==> src/rtl/lsu_mem_stage_if.sv <==
// Request / memory / response bundle for lsu_mem_stage.
// slave  : the load/store unit itself (accepts requests, drives the memory port).
// master : the surrounding pipeline and data memory.
interface lsu_mem_stage_if #(
    parameter int WIDTH = 32
);
    // Request from execute
    logic             req_valid;
    logic             req_ready;
    logic             req_store;
    logic [2:0]       req_funct3;
    logic [WIDTH-1:0] req_addr;
    logic [WIDTH-1:0] req_wdata;

    // Data-memory handshake
    logic             mem_req;
    logic             mem_we;
    logic [WIDTH-1:0] mem_addr;
    logic [3:0]       mem_be;
    logic [WIDTH-1:0] mem_wdata;
    logic             mem_ack;
    logic [WIDTH-1:0] mem_rdata;

    // Completion to writeback
    logic             resp_valid;
    logic [WIDTH-1:0] resp_rdata;
    logic             resp_err;

    modport slave (
        input  req_valid, req_store, req_funct3, req_addr, req_wdata,
        input  mem_ack, mem_rdata,
        output req_ready,
        output mem_req, mem_we, mem_addr, mem_be, mem_wdata,
        output resp_valid, resp_rdata, resp_err
    );

    modport master (
        output req_valid, req_store, req_funct3, req_addr, req_wdata,
        output mem_ack, mem_rdata,
        input  req_ready,
        input  mem_req, mem_we, mem_addr, mem_be, mem_wdata,
        input  resp_valid, resp_rdata, resp_err
    );
endinterface

==> src/rtl/lsu_mem_stage.sv <==
// Load/store unit for the memory stage: one data-memory transaction per
// request, byte-lane steering for stores, sign/zero extension for loads.
// Optional build macro LSU_MISALIGN_TRAP_EN turns misaligned halfword/word
// accesses into errors; without it the low address bits are simply ignored.
// Byte-lane logic assumes WIDTH = 32.
module lsu_mem_stage #(
    parameter int WIDTH = 32
) (
    input  logic             clk,
    input  logic             reset_n,
    lsu_mem_stage_if.slave   bus
);

    typedef enum logic [1:0] {
        IDLE   = 2'd0,
        ACCESS = 2'd1,
        RESP   = 2'd2
    } state_e;

    state_e           state_q, state_d;
    logic             store_q, store_d;
    logic [2:0]       funct3_q, funct3_d;
    logic [1:0]       offset_q, offset_d;

    logic             req_ready_q, req_ready_d;
    logic             mem_req_q, mem_req_d;
    logic             mem_we_q, mem_we_d;
    logic [WIDTH-1:0] mem_addr_q, mem_addr_d;
    logic [3:0]       mem_be_q, mem_be_d;
    logic [WIDTH-1:0] mem_wdata_q, mem_wdata_d;
    logic             resp_valid_q, resp_valid_d;
    logic [WIDTH-1:0] resp_rdata_q, resp_rdata_d;
    logic             resp_err_q, resp_err_d;

    logic             req_legal;
    logic [3:0]       req_be;
    logic [WIDTH-1:0] req_wdata_lane;
    logic [7:0]       byte_sel;
    logic [15:0]      half_sel;
    logic [WIDTH-1:0] load_data;

    // Decode the incoming request: legality, byte enables and lane-replicated store data.
    always_comb begin
        // NOTE: every combinational output gets a default first so no latch is inferred.
        req_legal      = 1'b1;
        req_be         = 4'b1111;
        req_wdata_lane = bus.req_wdata;
        if (bus.req_store) begin
            case (bus.req_funct3)
                3'b000: begin
                    req_be         = 4'b0001 << bus.req_addr[1:0];
                    req_wdata_lane = {4{bus.req_wdata[7:0]}};
                end
                3'b001: begin
                    req_be         = bus.req_addr[1] ? 4'b1100 : 4'b0011;
                    req_wdata_lane = {2{bus.req_wdata[15:0]}};
                end
                3'b010:  req_be    = 4'b1111;
                default: req_legal = 1'b0;
            endcase
        end else begin
            case (bus.req_funct3)
                3'b011, 3'b110, 3'b111: req_legal = 1'b0;
                default:                req_legal = 1'b1;
            endcase
        end
`ifdef LSU_MISALIGN_TRAP_EN
        if (bus.req_funct3[1:0] == 2'b01 && bus.req_addr[0])
            req_legal = 1'b0;
        if (bus.req_funct3[1:0] == 2'b10 && bus.req_addr[1:0] != 2'b00)
            req_legal = 1'b0;
`endif
    end

    // Extract and extend the addressed lane of the returned read word.
    always_comb begin
        case (offset_q)
            2'd0:    byte_sel = bus.mem_rdata[7:0];
            2'd1:    byte_sel = bus.mem_rdata[15:8];
            2'd2:    byte_sel = bus.mem_rdata[23:16];
            default: byte_sel = bus.mem_rdata[31:24];
        endcase
        half_sel = offset_q[1] ? bus.mem_rdata[31:16] : bus.mem_rdata[15:0];
        case (funct3_q)
            3'b000:  load_data = {{(WIDTH-8){byte_sel[7]}}, byte_sel};
            3'b100:  load_data = {{(WIDTH-8){1'b0}}, byte_sel};
            3'b001:  load_data = {{(WIDTH-16){half_sel[15]}}, half_sel};
            3'b101:  load_data = {{(WIDTH-16){1'b0}}, half_sel};
            default: load_data = bus.mem_rdata;
        endcase
    end

    // FSM next-state and next-output computation; everything holds unless changed.
    always_comb begin
        state_d      = state_q;
        store_d      = store_q;
        funct3_d     = funct3_q;
        offset_d     = offset_q;
        req_ready_d  = req_ready_q;
        mem_req_d    = mem_req_q;
        mem_we_d     = mem_we_q;
        mem_addr_d   = mem_addr_q;
        mem_be_d     = mem_be_q;
        mem_wdata_d  = mem_wdata_q;
        resp_valid_d = resp_valid_q;
        resp_rdata_d = resp_rdata_q;
        resp_err_d   = resp_err_q;
        case (state_q)
            IDLE: begin
                req_ready_d = 1'b1;
                if (bus.req_valid) begin
                    store_d     = bus.req_store;
                    funct3_d    = bus.req_funct3;
                    offset_d    = bus.req_addr[1:0];
                    req_ready_d = 1'b0;
                    if (req_legal) begin
                        mem_req_d   = 1'b1;
                        mem_we_d    = bus.req_store;
                        mem_addr_d  = {bus.req_addr[WIDTH-1:2], 2'b00};
                        mem_be_d    = req_be;
                        mem_wdata_d = bus.req_store ? req_wdata_lane : '0;
                        state_d     = ACCESS;
                    end else begin
                        resp_valid_d = 1'b1;
                        resp_err_d   = 1'b1;
                        resp_rdata_d = '0;
                        state_d      = RESP;
                    end
                end
            end
            ACCESS: begin
                if (bus.mem_ack) begin
                    mem_req_d    = 1'b0;
                    resp_valid_d = 1'b1;
                    resp_err_d   = 1'b0;
                    resp_rdata_d = store_q ? '0 : load_data;
                    state_d      = RESP;
                end
            end
            RESP: begin
                resp_valid_d = 1'b0;
                resp_err_d   = 1'b0;
                resp_rdata_d = '0;
                req_ready_d  = 1'b1;
                state_d      = IDLE;
            end
            default: begin
                mem_req_d    = 1'b0;
                resp_valid_d = 1'b0;
                req_ready_d  = 1'b1;
                state_d      = IDLE;
            end
        endcase
    end

    // State and registered outputs, with synchronous active-low reset.
    always_ff @(posedge clk) begin
        // NOTE: sequential state uses non-blocking assignments so every flop samples pre-edge values.
        if (!reset_n) begin
            state_q      <= IDLE;
            store_q      <= 1'b0;
            funct3_q     <= 3'b000;
            offset_q     <= 2'b00;
            req_ready_q  <= 1'b1;
            mem_req_q    <= 1'b0;
            mem_we_q     <= 1'b0;
            mem_addr_q   <= '0;
            mem_be_q     <= 4'b0000;
            mem_wdata_q  <= '0;
            resp_valid_q <= 1'b0;
            resp_rdata_q <= '0;
            resp_err_q   <= 1'b0;
        end else begin
            state_q      <= state_d;
            store_q      <= store_d;
            funct3_q     <= funct3_d;
            offset_q     <= offset_d;
            req_ready_q  <= req_ready_d;
            mem_req_q    <= mem_req_d;
            mem_we_q     <= mem_we_d;
            mem_addr_q   <= mem_addr_d;
            mem_be_q     <= mem_be_d;
            mem_wdata_q  <= mem_wdata_d;
            resp_valid_q <= resp_valid_d;
            resp_rdata_q <= resp_rdata_d;
            resp_err_q   <= resp_err_d;
        end
    end

    assign bus.req_ready  = req_ready_q;
    assign bus.mem_req    = mem_req_q;
    assign bus.mem_we     = mem_we_q;
    assign bus.mem_addr   = mem_addr_q;
    assign bus.mem_be     = mem_be_q;
    assign bus.mem_wdata  = mem_wdata_q;
    assign bus.resp_valid = resp_valid_q;
    assign bus.resp_rdata = resp_rdata_q;
    assign bus.resp_err   = resp_err_q;

endmodule

==> src/flat_wrapper.sv <==
// flat-port wrapper written by rule: the top's interface ports become plain ports
module lsu_mem_stage_flat 
#(
    parameter int WIDTH = 32
)
  (clk, reset_n, bus_req_valid, bus_req_store, bus_req_funct3, bus_req_addr, bus_req_wdata, bus_mem_ack, bus_mem_rdata, bus_req_ready, bus_mem_req, bus_mem_we, bus_mem_addr, bus_mem_be, bus_mem_wdata, bus_resp_valid, bus_resp_rdata, bus_resp_err);
  lsu_mem_stage_if #(.WIDTH(WIDTH)) bus_i ();
  input  logic clk;
  input  logic reset_n;
  input wire logic [$bits(bus_i.req_valid)-1:0] bus_req_valid;
  input wire logic [$bits(bus_i.req_store)-1:0] bus_req_store;
  input wire logic [$bits(bus_i.req_funct3)-1:0] bus_req_funct3;
  input wire logic [$bits(bus_i.req_addr)-1:0] bus_req_addr;
  input wire logic [$bits(bus_i.req_wdata)-1:0] bus_req_wdata;
  input wire logic [$bits(bus_i.mem_ack)-1:0] bus_mem_ack;
  input wire logic [$bits(bus_i.mem_rdata)-1:0] bus_mem_rdata;
  output wire logic [$bits(bus_i.req_ready)-1:0] bus_req_ready;
  output wire logic [$bits(bus_i.mem_req)-1:0] bus_mem_req;
  output wire logic [$bits(bus_i.mem_we)-1:0] bus_mem_we;
  output wire logic [$bits(bus_i.mem_addr)-1:0] bus_mem_addr;
  output wire logic [$bits(bus_i.mem_be)-1:0] bus_mem_be;
  output wire logic [$bits(bus_i.mem_wdata)-1:0] bus_mem_wdata;
  output wire logic [$bits(bus_i.resp_valid)-1:0] bus_resp_valid;
  output wire logic [$bits(bus_i.resp_rdata)-1:0] bus_resp_rdata;
  output wire logic [$bits(bus_i.resp_err)-1:0] bus_resp_err;
  assign bus_i.req_valid = bus_req_valid;
  assign bus_i.req_store = bus_req_store;
  assign bus_i.req_funct3 = bus_req_funct3;
  assign bus_i.req_addr = bus_req_addr;
  assign bus_i.req_wdata = bus_req_wdata;
  assign bus_i.mem_ack = bus_mem_ack;
  assign bus_i.mem_rdata = bus_mem_rdata;
  assign bus_req_ready = bus_i.req_ready;
  assign bus_mem_req = bus_i.mem_req;
  assign bus_mem_we = bus_i.mem_we;
  assign bus_mem_addr = bus_i.mem_addr;
  assign bus_mem_be = bus_i.mem_be;
  assign bus_mem_wdata = bus_i.mem_wdata;
  assign bus_resp_valid = bus_i.resp_valid;
  assign bus_resp_rdata = bus_i.resp_rdata;
  assign bus_resp_err = bus_i.resp_err;
  lsu_mem_stage #(.WIDTH(WIDTH)) u_core (.clk(clk), .reset_n(reset_n), .bus(bus_i));
endmodule
==> config.mk <==
export PLATFORM = sky130hd
export DESIGN_NAME = lsu_mem_stage_flat
export DESIGN_NICKNAME = d
export VERILOG_FILES = /design/src/rtl/lsu_mem_stage_if.sv /design/src/rtl/lsu_mem_stage.sv /design/src/flat_wrapper.sv
export SDC_FILE = /design/constraint.sdc
export NUM_CORES = 1
export LEC_CHECK = 0
export ABC_AREA = 1
export BUFFER_PORTS_ARGS = -buffer_cell sky130_fd_sc_hd__buf_2
export CORE_MARGIN = 1.5
export CORE_UTILIZATION = 40
export CTS_CLUSTER_SIZE = 24
export DETAILED_ROUTE_END_ITERATION = 8
export GPL_TIMING_DRIVEN = 0
export MAX_ROUTING_LAYER = met4
export PLACE_DENSITY_LB_ADDON = 0.12
export SLEW_MARGIN = 20
export SYNTH_ARGS = -nofsm -noshare
export SYNTH_HDL_FRONTEND = slang
export SYNTH_SLANG_ARGS = --single-unit
==> constraint.sdc <==
create_clock -name clk -period 2.15 [get_ports clk]
set_clock_uncertainty 0.15 [all_clocks]
set_input_delay 0.215 -clock clk [delete_from_list [all_inputs] [get_ports clk]]
set_output_delay 0.215 -clock clk [all_outputs]
set_load 0.005 [all_outputs]
==> key figures <==
Run status
  • Status: completed

Global route
  • Largest net degree at the start of global routing: 19
  • First-pass GRT wire length: 25230 um
  • Vias in the first global route: 5242
  • Initial antenna violation count: 2
  • Congestion Overflow GR: 0
  • All-Layer GR Usage: 0.2474

Pwr
  • Flop pwr share: 0.399
  • Power share of the combinational group: 0.330
  • Peak VDD IR: 0.3804 mV
  • Static leakage: 3.496 nW
  • Clock network power share: 0.271
  • Int Pwr: 0.004066 W
  • P per Cell Area: 882.1 nW/um2
  • NetSw: 0.002203 W
  • Sw frac: 0.3515
  • Power, Total: 0.006269 W

CTS
  • Clock buffer depth: 2
  • Clock buffer count from CTS: 9
  • TritonCTS Sinks: 111
  • Clock Pin Slew Worst Setup and Hold Paths: 0.07 ns
  • Clock root cell: clkbuf_16
  • Clk_lat worst skew: 0.35 ns
  • H-tree levels: 3
  • CTS tree: done

Layout
  • Synthesis-to-finish area growth: 37.93%
  • Layout Cells excl Fill: 1204
  • Final core occ: 0.5655
  • Fill count: 1298
  • Share of cells above drive strength 1: 0.2702
  • Final #Nets: 1132
  • Fin area: 7107 um2

Synthesis
  • Asr flop ratio synth: 0
  • Mapped Area: 5152 um2
  • Flops & latches, synth: 111
  • Post-synth top area share: 0.4313
  • Post-synth EDFFs: 0
  • Most frequent cell after synthesis: nand2_1
  • Sequential-to-total area share from yosys stat: 0.4313
  • Cells after Synth: 768
  • Top cells by area, synth: dfxtp_1 (43%), nand2_1 (15%), nor2_1 (9.1%)
  • Yosys Warn Count: 0
  • Primary FF master, synth: dfxtp_1
  • Top post-synthesis cells by count: nand2_1 (209), nor2_1 (125), dfxtp_1 (111)
  • Synth area leader: dfxtp_1
  • Mean post-synth cell area: 6.709 um2
  • Unique cell type count in the Yosys netlist: 29

Worst hold path
  • Hold Crit Class: in2reg

Detailed routing
  • Vias: 5732
  • Routed wire length: 16350 um
  • DR iter-0 viols: 275
  • DRC Markers: 0
  • Via density: 4.761
  • Routed Antenna Nets: 0
  • Drt wl/cell: 13.58 um
  • DRT Pass-1 Iters: 6

Floorplan
  • # rows: 41
  • Die H: 116.5 um
  • Initial Util: 0.4100
  • Die Width: 116.5 um
  • Core area: 12570 um2
  • Num ports: 209
  • Die area: 13570 um2

Timing
  • Max Slew Vio Count: 0
  • Worst Tran Pin Value: 0.5714 ns
  • Max Clk Rate: 516.2 MHz
  • Fin. Hold Viols: 0
  • Slew headroom: 0.6191
  • Final Cycle Share: 0.9010
  • Final min period: 1.937 ns
  • Setup TNS: 0 ns
  • RSZ-0062 raised after global routing: false
  • Setup violators final: 0

Placement
  • Port bufs: 206
  • Post-DP HPWL: 11870 um
  • Inst Count DP: 1147
  • Placed cell areas: 6402 um2
  • Final Wtd Congestion: 0.9265

Setup path
  • Type of the worst setup path: reg2reg
  • Critical Path, Cell by Cell: inv_1, ha_2, nand2_2, nor2_4, inv_2, buf_2, a21oi_1, nor2_1
  • WP data required: 2.22 ns
  • Crit end category: flop
  • Startpoint types: flop
  • Worst Path Buf+Inv: 3
  • Slowest CP cell: dfxtp_1
  • Worst-path fanout max: 10
  • Largest delay share family, worst path: buffers and inverters
  • Setup slack, reg-to-reg: 0.21 ns
  • Worst Path Arrival: 2.01 ns
  • Max incr delay on CP: 0.35 ns

Flow run
  • # Max-Cap Violations: 0
-- metrics by stage --
step	hold slack, ns	worst slack, ns
floorplan	0.1999	0.4467
global placement	0.2868	0.1284
detailed placement	0.2915	0.09483
CTS	0.009500	0.05042
global route	0.03648	0.05172
finish	0.01567	0.2129
-- layout make-up --
class / instances / area [um2] / share of cell area
clock inverters: 6 / 68.82 / 0.009683
diodes: 3 / 7.507 / 0.001056
well taps: 172 / 215.2 / 0.03028
repair buffers: 244 / 1411 / 0.1986
clock buffers: 10 / 229.0 / 0.03222
plain buffers: 43 / 220.2 / 0.03099
multi-input cells: 557 / 2515 / 0.3539
inverters: 58 / 217.7 / 0.03063
flip-flops and latches: 111 / 2222 / 0.3127
-- path summary, 6_finish.rpt --
check,start,end,cells after the start
setup / recovery,u_core.state_q[0],u_core.bus.mem_we,8
hold / removal,bus_req_funct3[1],u_core.funct3_q[1],3
setup reg to reg,u_core.state_q[0],u_core.bus.mem_we,8
hold reg to reg,u_core.bus.mem_req,u_core.bus.mem_req,2
-- routing by layer --
| metal | part of all wire | GRT usage | up-vias |
|---|---|---|---|
| li1 | - | - | 2952 |
| met1 | 0.45 | 0.3092 | 2552 |
| met2 | 0.46 | 0.4043 | 207 |
| met3 | 0.066 | 0.04255 | 21 |
| met4 | 0.015 | 0.08699 | 0 |
| met5 | 0 | - | - |
-- cells by family (layout without fill, tap and decap cells) --
logic type                 after synthesis  count (layout)  share of synthesized area
adders and majority gates                4               4                   0.009714
and+or+nand+nor                        381             381                     0.3043
AOI/OAI and AO/OA                      170             170                     0.1697
DFF                                    111             111                     0.4313
buffers and inverters                  101             361                    0.08426
other                                    1               5                  0.0007278
-- flip-flops by register name, indices dropped and copies added (netlist names), 2 cells and up --
signal                 count
u_core.bus.mem_addr       30
u_core.bus.mem_be          4
u_core.bus.mem_wdata      32
u_core.bus.resp_rdata     32
u_core.funct3_q            3
u_core.offset_q            2
u_core.state_q             2
-- cell usage in the layout, fill, tap and decap left out --
cell type,n
a211oi_1,1
a21oi_1,79
buf_1,1
buf_2,223
buf_4,5
buf_6,2
bufinv_16,1
clkbuf_1,16
clkbuf_16,9
clkbuf_2,3
clkinv_2,1
clkinv_4,1
clkinvlp_4,1
conb_1,2
dfxtp_1,111
diode_2,3
dlygate4sd3_1,38
ha_1,3
ha_2,1
inv_1,49
inv_2,9
inv_6,2
nand2_1,209
nand2_2,5
nand2_4,2
nand3_1,15
nand3_4,1
nand3b_1,9
nand4_1,3
nor2_1,125
nor2_4,4
nor3_1,1
o211ai_1,3
o21a_1,3
o21ai_0,82
o21ai_2,1
o31ai_1,1
or2_2,7
-- what timing repair did --
item,in CTS,in global routing
endpoints found under the setup margin,0,25
hold buffers,38,0
hold endpoints to repair,38,0
gates resized for setup,0,9
setup buffers,0,0
-- worst reg2reg max path: cells and delay by family (launching register included) --
family	cells	cell delay, ns
adder cells (fa/ha/maj)	1	0.25
AO/OA/AOI/OAI	1	0.14
AND/OR/NAND/NOR	3	0.41
flip-flops	1	0.35
buffers and inverters	3	0.49
-- power groups by stage --
stage	Sequential [W]	Combinational [W]	Clock (W)
after floorplan	0.00256	0.00125	0
after global placement	0.00254	0.00198	0
after detailed placement	0.00254	0.00199	0
after CTS	0.00250	0.00205	0.00175
after global routing	0.00254	0.00235	0.00183
final	0.00250	0.00207	0.00170
Power figures use the tool's default switching activity.
